$ cat src/rtl/dds_pkg.sv
// Shared DDS definitions: quadrant codes, midscale and quarter-wave ROM contents.
// The ROM contents are computed at elaboration time.
package dds_pkg;

    localparam logic [1:0] Q0 = 2'd0;
    localparam logic [1:0] Q1 = 2'd1;
    localparam logic [1:0] Q2 = 2'd2;
    localparam logic [1:0] Q3 = 2'd3;

    function automatic int midscale(input int w);
        return 1 << (w - 1);
    endfunction

    // Half-LSB phase offset keeps the mirrored wave symmetric about midscale
    function automatic int rom_entry(input int k, input int addr_w, input int out_w);
        real amp;
        real ang;
        amp = real'((1 << (out_w - 1)) - 1);
        ang = 3.14159265358979 / 2.0 * (real'(k) + 0.5) / real'(1 << addr_w);
        return $rtoi(amp * $sin(ang) + 0.5);
    endfunction

endpackage

$ cat src/rtl/dds_quarter_rom.sv
// Registered-read quarter-wave sine ROM; a second read port is added when DDS_COS_EN is defined.
// Build option: DDS_COS_EN.
module dds_quarter_rom
    import dds_pkg::*;
#(
    parameter int ADDR_W = 6,
    parameter int DATA_W = 9
) (
    input  logic              clk,
    input  logic [ADDR_W-1:0] addr_a,
    output logic [DATA_W-1:0] data_a
`ifdef DDS_COS_EN
    ,
    input  logic [ADDR_W-1:0] addr_b,
    output logic [DATA_W-1:0] data_b
`endif
);

    logic [DATA_W-1:0] rom [2**ADDR_W];

    for (genvar k = 0; k < 2**ADDR_W; k++) begin : g_rom
        localparam int V = rom_entry(k, ADDR_W, DATA_W + 1);
        assign rom[k] = DATA_W'(V);
    end

    always_ff @(posedge clk) begin
        data_a <= rom[addr_a];
    end

`ifdef DDS_COS_EN
    always_ff @(posedge clk) begin
        data_b <= rom[addr_b];
    end
`endif

endmodule

$ cat src/rtl/dds_sine_gen.sv
// Pipelined DDS sine generator: accumulator, offset, quadrant fold, ROM, sign restore.
// Build option: DDS_COS_EN adds cos_out (quarter-turn lead), same latency and valid.
module dds_sine_gen
    import dds_pkg::*;
#(
    parameter int ACC_W  = 24,
    parameter int ADDR_W = 6,
    parameter int OUT_W  = 10
) (
    input  logic              clk,
    input  logic              rst,
    input  logic              en,
    input  logic              ftw_load,
    input  logic [ACC_W-1:0]  ftw_i,
    input  logic [ADDR_W+1:0] pofs_i,
    input  logic              sync_clr,
    output logic              out_valid,
    output logic [OUT_W-1:0]  sin_out
`ifdef DDS_COS_EN
    ,
    output logic [OUT_W-1:0]  cos_out
`endif
);

    localparam int PHASE_W = ADDR_W + 2;
    localparam int DATA_W  = OUT_W - 1;
    localparam logic [OUT_W-1:0] MID = OUT_W'(midscale(OUT_W));
    localparam logic [PHASE_W-1:0] QTR = {2'b01, {ADDR_W{1'b0}}};

    logic [ACC_W-1:0]   acc;
    logic [ACC_W-1:0]   ftw;
    logic [PHASE_W-1:0] ph;
    logic [PHASE_W-1:0] ph_s1;
    logic               v1;
    logic               v2;
    logic               neg_s2;
    logic [DATA_W-1:0]  rom_s;

    function automatic logic [ADDR_W-1:0] fold(input logic [PHASE_W-1:0] p);
        logic [ADDR_W-1:0] r;
        r = p[ADDR_W-1:0];
        unique case (p[PHASE_W-1 -: 2])
            Q0, Q2: r = p[ADDR_W-1:0];
            Q1, Q3: r = ~p[ADDR_W-1:0];
        endcase
        return r;
    endfunction

    function automatic logic [OUT_W-1:0] unfold(input logic neg, input logic [DATA_W-1:0] d);
        return neg ? (MID - OUT_W'(1) - {1'b0, d}) : (MID + {1'b0, d});
    endfunction

    // Old ftw feeds the accumulator when a load coincides with en
    always_ff @(posedge clk) begin
        if (rst) begin
            acc <= '0;
            ftw <= '0;
        end else begin
            if (ftw_load)
                ftw <= ftw_i;
            if (sync_clr)
                acc <= '0;
            else if (en)
                acc <= acc + ftw;
        end
    end

    assign ph = acc[ACC_W-1 -: PHASE_W] + pofs_i;

    always_ff @(posedge clk) begin
        if (rst) begin
            ph_s1  <= '0;
            v1     <= 1'b0;
            neg_s2 <= 1'b0;
            v2     <= 1'b0;
        end else begin
            ph_s1  <= ph;
            v1     <= en;
            neg_s2 <= ph_s1[PHASE_W-1];
            v2     <= v1;
        end
    end

`ifdef DDS_COS_EN
    logic [PHASE_W-1:0] phc_s1;
    logic               negc_s2;
    logic [DATA_W-1:0]  romc_s;

    always_ff @(posedge clk) begin
        if (rst) begin
            phc_s1  <= '0;
            negc_s2 <= 1'b0;
        end else begin
            phc_s1  <= ph + QTR;
            negc_s2 <= phc_s1[PHASE_W-1];
        end
    end

    dds_quarter_rom #(
        .ADDR_W(ADDR_W),
        .DATA_W(DATA_W)
    ) u_rom (
        .clk   (clk),
        .addr_a(fold(ph_s1)),
        .data_a(rom_s),
        .addr_b(fold(phc_s1)),
        .data_b(romc_s)
    );

    always_ff @(posedge clk) begin
        if (rst)
            cos_out <= MID;
        else if (v2)
            cos_out <= unfold(negc_s2, romc_s);
    end
`else
    dds_quarter_rom #(
        .ADDR_W(ADDR_W),
        .DATA_W(DATA_W)
    ) u_rom (
        .clk   (clk),
        .addr_a(fold(ph_s1)),
        .data_a(rom_s)
    );
`endif

    always_ff @(posedge clk) begin
        if (rst) begin
            out_valid <= 1'b0;
            sin_out   <= MID;
        end else begin
            out_valid <= v2;
            if (v2)
                sin_out <= unfold(neg_s2, rom_s);
        end
    end

endmodule

$ cat config.mk
export PLATFORM = sky130hd
export DESIGN_NAME = dds_sine_gen
export DESIGN_NICKNAME = d
export VERILOG_FILES = /design/src/rtl/dds_pkg.sv /design/src/rtl/dds_quarter_rom.sv /design/src/rtl/dds_sine_gen.sv
export SDC_FILE = /design/constraint.sdc
export NUM_CORES = 1
export LEC_CHECK = 0
export BUFFER_PORTS_ARGS = -buffer_cell sky130_fd_sc_hd__buf_2
export CORE_MARGIN = 2
export CORE_UTILIZATION = 59
export CTS_CLUSTER_SIZE = 24
export DETAILED_ROUTE_END_ITERATION = 16
export PLACE_DENSITY_LB_ADDON = 0.05
export SYNTH_ARGS = -nofsm -noshare
export SYNTH_HDL_FRONTEND = slang
export SYNTH_HIERARCHICAL = 1
export SYNTH_SLANG_ARGS = --single-unit
export TNS_END_PERCENT = 30
$ cat constraint.sdc
create_clock -name clk -period 9.4 [get_ports clk]
set_clock_uncertainty 0.2 [all_clocks]
set_input_delay 0.94 -clock clk [delete_from_list [all_inputs] [get_ports clk]]
set_output_delay 0.94 -clock clk [all_outputs]
set_load 0.02 [all_outputs]
==> metrics, run 1 <==
status complete, no violations; Synth cell types 60; initial antenna violation count 0; final max-slew violation count 0; core region area 8090 um^2; sequential area share after synthesis 32.7%; Num CTS Buffers 9; cts hold-fix bufs 0; flops & latches, synth 79; RSZ-0062 raised after global routing false; data required time of the critical path 9.45 ns; Routed WL 10.3 mm; post-CTS setup buffer count 0; CTS tree yes; Final #Nets 660; first-pass GRT wire length 17.0 mm; fraction of registers with async set/reset 0%; worst hold path cell count 1; root buffer cell clkbuf_8; Final Non-Filler Cells 689; Min-Delay Path Class reg -> reg; drt drc 0; H-tree Lvls 3; R2R Setup Slk 6.10 ns; power density cells 165 nW/um^2; CP arrival 3.36 ns; Initial Utilization 59.8%; reg2reg path depth 7; Avg Cell Area, Syn 8.79 um^2; Worst Hold Path EP v2$_SDFF_PP0_; Wirelength per Cell 14.9 um; CTS resizes 0; Design Power 878 uW; Cell Area, Placed 5090 um^2; Port Buffers 47; maximum vdd ir drop 0.0913 mV; # clock sinks 79; Setup CP Type reg -> reg; Max FO, Critical Path 12; DP HPWL 7.38 mm; DRT iter0 DRCs 139; Layout fillers 727; crit start category register; Worst-Skew Late Latency 0.37 ns; Pre-antenna DRT Iters 4; vias 3930; die height 94.6 um; Post-synth EDFFs 0; vias in the first global route 3676; synthesized instance count 551; Max Freq 303 MHz; Synth Flop Type dfxtp_1; Inst Count DP 673; Post-Syn Area 4840 um^2; Total Neg Setup Slack 0 ns; worst hold start v1$_SDFF_PP0_; worst r2r src ph_s1[6]$_SDFF_PP0_; area delta synth->final 9.72%; max-cap violation count 0; Final Hold Fails 0; CP Capture Type register; Mapped Nets 632; Leak 2.44 nW; final core utilization 65.6%; die area 8950 um^2; RePlAce Congestion 0.865; post-layout min period 3.30 ns; Clk pin slew, worst setup/hold paths 0.09 ns; ratio of cells with drive above 1 in the final layout 13.5%; Boundary Pins 48; largest net degree at the start of global routing 50; row cnt 33; grt total ovfl 0; final period utilization 35.1%; clock buffer depth 2; endpoints failing setup 0; YS warnings 6; All-Layer GR Usage 24.4%; Slew headroom 24.3%; Worst-Margin Slew 1.13 ns; reg-to-reg endpoint u_rom/data_a[3]$_DFF_P_; ANT nets after route 0; Die Width 94.6 um; fin area 5310 um^2; Ant. Diodes 0; Vias/cell 5.70
-- area by class of cell --
class	count	area [um^2]	area share, %
multi-input combinational	423	3060	57.6
sequential	79	1580	29.8
timing repair buffer	50	258	4.85
tap	105	131	2.47
clock inverter	7	100	1.88
clock buffer	9	124	2.33
inverter	16	60.1	1.13
-- registers in the layout, indices dropped and copies added (netlist names) --
register      flops
acc              24
ftw              24
neg_s2            1
out_valid         1
ph_s1             8
sin_out          10
u_rom/data_a      9
v1                1
v2                1
-- cells by family after synthesis --
| group | share of synthesized area, % |
|---|---|
| xor+xnor | 7.60 |
| flops | 32.7 |
| fa+ha+maj | 11.7 |
| mux | 9.43 |
| simple gates | 15.8 |
| compound gates | 18.5 |
| buf+inv | 4.34 |
-- synth_stat cells (3+ instances only) --
| master | instances | area [um^2] |
|---|---|---|
| dfxtp_1 | 79 | 1580 |
| nor2_1 | 72 | 270 |
| ha_1 | 42 | 526 |
| mux2i_1 | 40 | 400 |
| a21oi_1 | 32 | 160 |
| nand2_1 | 27 | 101 |
| xnor2_1 | 26 | 228 |
| o21ai_0 | 23 | 115 |
| clkbuf_1 | 19 | 71.3 |
| a21o_1 | 16 | 120 |
| inv_1 | 16 | 60.1 |
| xor2_1 | 16 | 140 |
| a211oi_1 | 14 | 105 |
| nor2b_1 | 12 | 75.1 |
| nand3_1 | 8 | 40.0 |
| nor3_1 | 8 | 40.0 |
| nand2b_1 | 7 | 43.8 |
| buf_2 | 6 | 30.0 |
| nand4_1 | 6 | 37.5 |
| o21bai_1 | 6 | 45.0 |
| buf_1 | 5 | 18.8 |
| o211ai_1 | 5 | 37.5 |
| a31oi_1 | 4 | 25.0 |
| and3_1 | 4 | 25.0 |
| or3_1 | 4 | 25.0 |
| nand3b_1 | 3 | 22.5 |
| o21a_1 | 3 | 22.5 |
| o21ai_1 | 3 | 15.0 |
| o311ai_0 | 3 | 26.3 |
| o31ai_1 | 3 | 22.5 |
| or2_2 | 3 | 18.8 |
-- metal layers --
layer  part of all wire (%)  GRT usage [%]
met2                     50           42.9
met4                    2.5           10.4
met3                    3.3           4.95
met1                     44           28.7
met5                      0              0
-- power by group --
group | internal [mW] | switching [mW]
Combinational | 0.0889 | 0.114
Clock | 0.153 | 0.141
Sequential | 0.362 | 0.0194
-- placed cells by master, fill, tap and decap left out, types with 3 or more instances in the layout --
| master | netlist | final |
|---|---|---|
| a211oi_1 | 14 | 14 |
| a31oi_1 | 4 | 4 |
| nor2_1 | 72 | 72 |
| nand3b_1 | 3 | 3 |
| dfxtp_1 | 79 | 79 |
| or2_2 | 3 | 3 |
| nand3_1 | 8 | 8 |
| inv_1 | 16 | 16 |
| mux2i_1 | 40 | 40 |
| nand4_1 | 6 | 6 |
| a21o_1 | 16 | 16 |
| o211ai_1 | 5 | 5 |
| xnor2_1 | 26 | 26 |
| or3_1 | 4 | 4 |
| nand2b_1 | 7 | 7 |
| o21bai_1 | 6 | 6 |
| buf_4 | 1 | 3 |
| nor3_1 | 8 | 8 |
| o21ai_0 | 23 | 23 |
| ha_1 | 42 | 42 |
| o311ai_0 | 3 | 3 |
| o21ai_1 | 3 | 3 |
| nor2b_1 | 12 | 12 |
| nand2_1 | 27 | 27 |
| o21a_1 | 3 | 3 |
| clkbuf_8 | 0 | 9 |
| and3_1 | 4 | 4 |
| buf_2 | 6 | 47 |
| o31ai_1 | 3 | 3 |
| inv_6 | 0 | 4 |
| a21oi_1 | 32 | 32 |
| xor2_1 | 16 | 15 |
-- critical path, stage by stage, from the launching register on --
cell	delay, ns
dfxtp_1	0.53
xor2_1	0.78
inv_1	0.23
ha_1	0.53
o21ai_0	0.14
a21oi_1	0.16
a211oi_1	0.06
or4_1	0.55
-- worst max path at each step --
stage	startpoint	endpoint	slack [ns]	depth (start not counted)
detailed placement	ph_s1[6]$_SDFF_PP0_	u_rom/data_a[3]$_DFF_P_	6.14	7
CTS	ph_s1[6]$_SDFF_PP0_	u_rom/data_a[3]$_DFF_P_	6.12	7
floorplan	ph_s1[6]$_SDFF_PP0_	u_rom/data_a[4]$_DFF_P_	6.38	9
global placement	ph_s1[6]$_SDFF_PP0_	u_rom/data_a[4]$_DFF_P_	6.22	7
finish	ph_s1[6]$_SDFF_PP0_	u_rom/data_a[3]$_DFF_P_	6.10	7
global route	ph_s1[6]$_SDFF_PP0_	u_rom/data_a[3]$_DFF_P_	5.86	7
-- per-stage QoR --
step                      hold slack (ns)  worst slack [ns]
after floorplan                     0.214              6.38
after global placement              0.216              6.22
after detailed placement            0.226              6.14
after CTS                           0.249              6.12
after global routing                0.262              5.86
final                               0.245              6.10
No activity file was read; power rests on OpenSTA's default activity.
==> run 2: changes to the inputs <==
--- a/config.mk
+++ b/config.mk
@@ -7,7 +7,7 @@
 export LEC_CHECK = 0
 export BUFFER_PORTS_ARGS = -buffer_cell sky130_fd_sc_hd__buf_2
 export CORE_MARGIN = 2
-export CORE_UTILIZATION = 59
+export CORE_UTILIZATION = 54
 export CTS_CLUSTER_SIZE = 24
 export DETAILED_ROUTE_END_ITERATION = 16
 export PLACE_DENSITY_LB_ADDON = 0.05
==> constraint.sdc (replaced) <==
create_clock -name clk -period 2.8 [get_ports clk]
set_clock_uncertainty 0.2 [all_clocks]
set_input_delay 0.28 -clock clk [delete_from_list [all_inputs] [get_ports clk]]
set_output_delay 0.28 -clock clk [all_outputs]
set_load 0.02 [all_outputs]
==> metrics, run 2 (synthesis results as in run 1) <==
Clk pin slew, worst setup/hold paths 0.09 ns (about the same); RSZ-0062 raised after global routing true; vias in the first global route 4087 (+11%); crit-path cells ha_1, and3_1, a22o_1, or3_4, o22ai_4, o21ai_1, a21o_1, a21oi_1, xor2_1, o21ai_1; grt met2 use 42.4% (-0.48 points); R2R Setup Slk 0.1 ns (-6.00 ns); initial antenna violation count 0 (unchanged); final core utilization 66.7% (+1.1 points); Vias/cell 5.59 (-2.0%); ANT nets after route 0 (unchanged); delay-heaviest family, CP compound AO/OA/AOI/OAI gates; row cnt 34 (+3.0%); CTS tree yes; Num CTS Buffers 9 (unchanged); most frequent cells in the layout dfxtp_1, nor2_1, buf_2; crit start category register; root buffer cell clkbuf_8; drt drc 0 (unchanged); CP arrival 2.74 ns (-0.62 ns); Min-Delay Path Class in -> reg; die height 98.7 um (+4.3%); Pre-antenna DRT Iters 4 (unchanged); Leak 2.64 nW (+7.9%); final period utilization 96.4% (+61 points); reg2reg path depth 10 (+3); CP Capture Type register; grt met3 use 3.55% (-1.4 points); Worst Hold Path EP acc[23]$_SDFFE_PP0P_; area delta synth->final 20.2%; All-Layer GR Usage 23.3% (-1.1 points); CP Buf/Inv Count 0 (-1); largest net degree at the start of global routing 31 (-38%); status complete, no violations; slowest CP cell or3_4; Wirelength per Cell 14.8 um (-0.77%); Max FO, Critical Path 4 (-8); Worst-Margin Slew 0.761 ns (-0.372 ns); Layout fillers 732 (+0.69%); final max-slew violation count 0 (unchanged); Slew headroom 49.3% (+25 points); Initial Utilization 55.5% (-4.3 points); met1 Track Usage GR 27.5% (-1.2 points); top flop regs acc: 24 flops, ftw: 24 flops, sin_out: 10 flops; vias 4131 (+5.1%); clock buffer depth 2 (unchanged); max-cap violation count 0 (unchanged); Final #Nets 707 (+7.1%); Routed WL 10.9 mm (+6.4%); Design Power 2.96 mW (+240%); grt total ovfl 0 (unchanged); Final Hold Fails 0 (unchanged); first-pass GRT wire length 18.6 mm (+9.0%); worst hold start sync_clr; post-layout min period 2.70 ns (-0.603 ns); Cell Area, Placed 5290 um^2 (+3.9%); DP HPWL 7.74 mm (+4.8%); RePlAce Congestion 0.862 (-0.37%); reg-to-reg endpoint acc[19]$_SDFFE_PP0P_; DRT iter0 DRCs 135 (-2.9%); Port Buffers 47 (unchanged); Max Freq 370 MHz (+22%); maximum vdd ir drop 0.302 mV (+230%); ratio of cells with drive above 1 in the final layout 18.2% (+4.7 points); endpoints failing setup 0 (unchanged); grt peak-use layer met2; worst r2r src acc[7]$_SDFFE_PP0P_; Boundary Pins 48 (unchanged); fin area 5820 um^2 (+9.5%); Die Width 98.7 um (+4.3%); die area 9740 um^2 (+8.9%); H-tree Lvls 3 (unchanged); Setup CP Type reg -> reg; Worst path max stage delay 0.34 ns (-0.44 ns); data required time of the critical path 2.84 ns (-6.61 ns); # clock sinks 79 (unchanged); worst hold path cell count 3 (+2); commonest non-fill, non-tap cell in the layout dfxtp_1; Worst-Skew Late Latency 0.36 ns (about the same); core region area 8720 um^2 (+7.8%); power density cells 509 nW/um^2 (+210%); most used cell, CP o21ai_1; Ant. Diodes 0 (unchanged)
run 2: cell count changes in the layout (fill, tap and decap cells not counted), moves of 2 or more:
cell           change
inv_6              -2
inv_8              +2
a21oi_1            -3
a21oi_2            +3
o21ai_0            -4
o21ai_1            +3
dlygate4sd3_1     +24
ha_1               -2
xor2_1             -2
buf_4             +22
run 2: repair_timing:
item | 4_1_cts | 5_1_grt
hold endpoints to repair | 24 | 0
gates resized for setup | 2 | 15
pin swaps | 1 | 6
hold buffers | 24 | 0
endpoints found under the setup margin | 2 | 7
buffers inserted | 0 | 2
run 2: area by class of cell:
class | count | area (um^2) | share of cell area (%)
inverters | 16 | 60.1 | 1.03
multi-input cells | 423 | 3150 | 54.1
well taps | 108 | 135 | 2.32
flip-flops and latches | 79 | 1580 | 27.2
repair buffers | 97 | 683 | 11.7
clock inverters | 7 | 86.3 | 1.48
clock buffers | 9 | 124 | 2.13
run 2: tightest hold or removal path: cells and delay by family:
family | cells | cell delay (ns)
simple gates | 1 | 0.10
mux | 1 | 0.06
buf+inv | 1 | 0.10
run 2: worst max-delay path by stage:
stage,start,endpoint,slack [ns],cells past startpoint
3_5_place_dp,acc[0]$_SDFFE_PP0P_,acc[20]$_SDFFE_PP0P_,-0.04,11
3_3_place_gp,acc[0]$_SDFFE_PP0P_,acc[20]$_SDFFE_PP0P_,0.03,11
4_1_cts,ftw[8]$_SDFFE_PP0P_,acc[23]$_SDFFE_PP0P_,-0.008,10
2_1_floorplan,ph_s1[6]$_SDFF_PP0_,u_rom/data_a[4]$_DFF_P_,0.09,9
5_1_grt,ftw[1]$_SDFFE_PP0P_,acc[15]$_SDFFE_PP0P_,-0.05,10
6_report,acc[7]$_SDFFE_PP0P_,acc[19]$_SDFFE_PP0P_,0.1,10
run 2: metal layers:
layer  vias to the layer above  part of all wire [%]
met3                        14                   2.4
met5                         -                     0
met2                        66                    52
li1                       2102                     -
met1                      1949                    44
met4                         0                   1.5
run 2: power breakdown:
part           leakage (nW)  total, mW  internal, mW  switching (mW)
Sequential            0.650       1.27          1.22          0.0541
Clock                 0.104      0.914         0.432           0.481
Combinational          1.88      0.776         0.363           0.413
run 2: metrics by stage:
step	hold WS (ns)	setup TNS [ns]	std cells	setup slack, ns
after floorplan	0.214	0	551	0.0944
final	0.0316	0	739	0.100
after CTS	0.0267	-0.00772	737	-0.00772
after global routing	0.0349	-0.118	739	-0.0474
after global placement	0.217	0	697	0.0292
after detailed placement	0.224	-0.0469	697	-0.0376
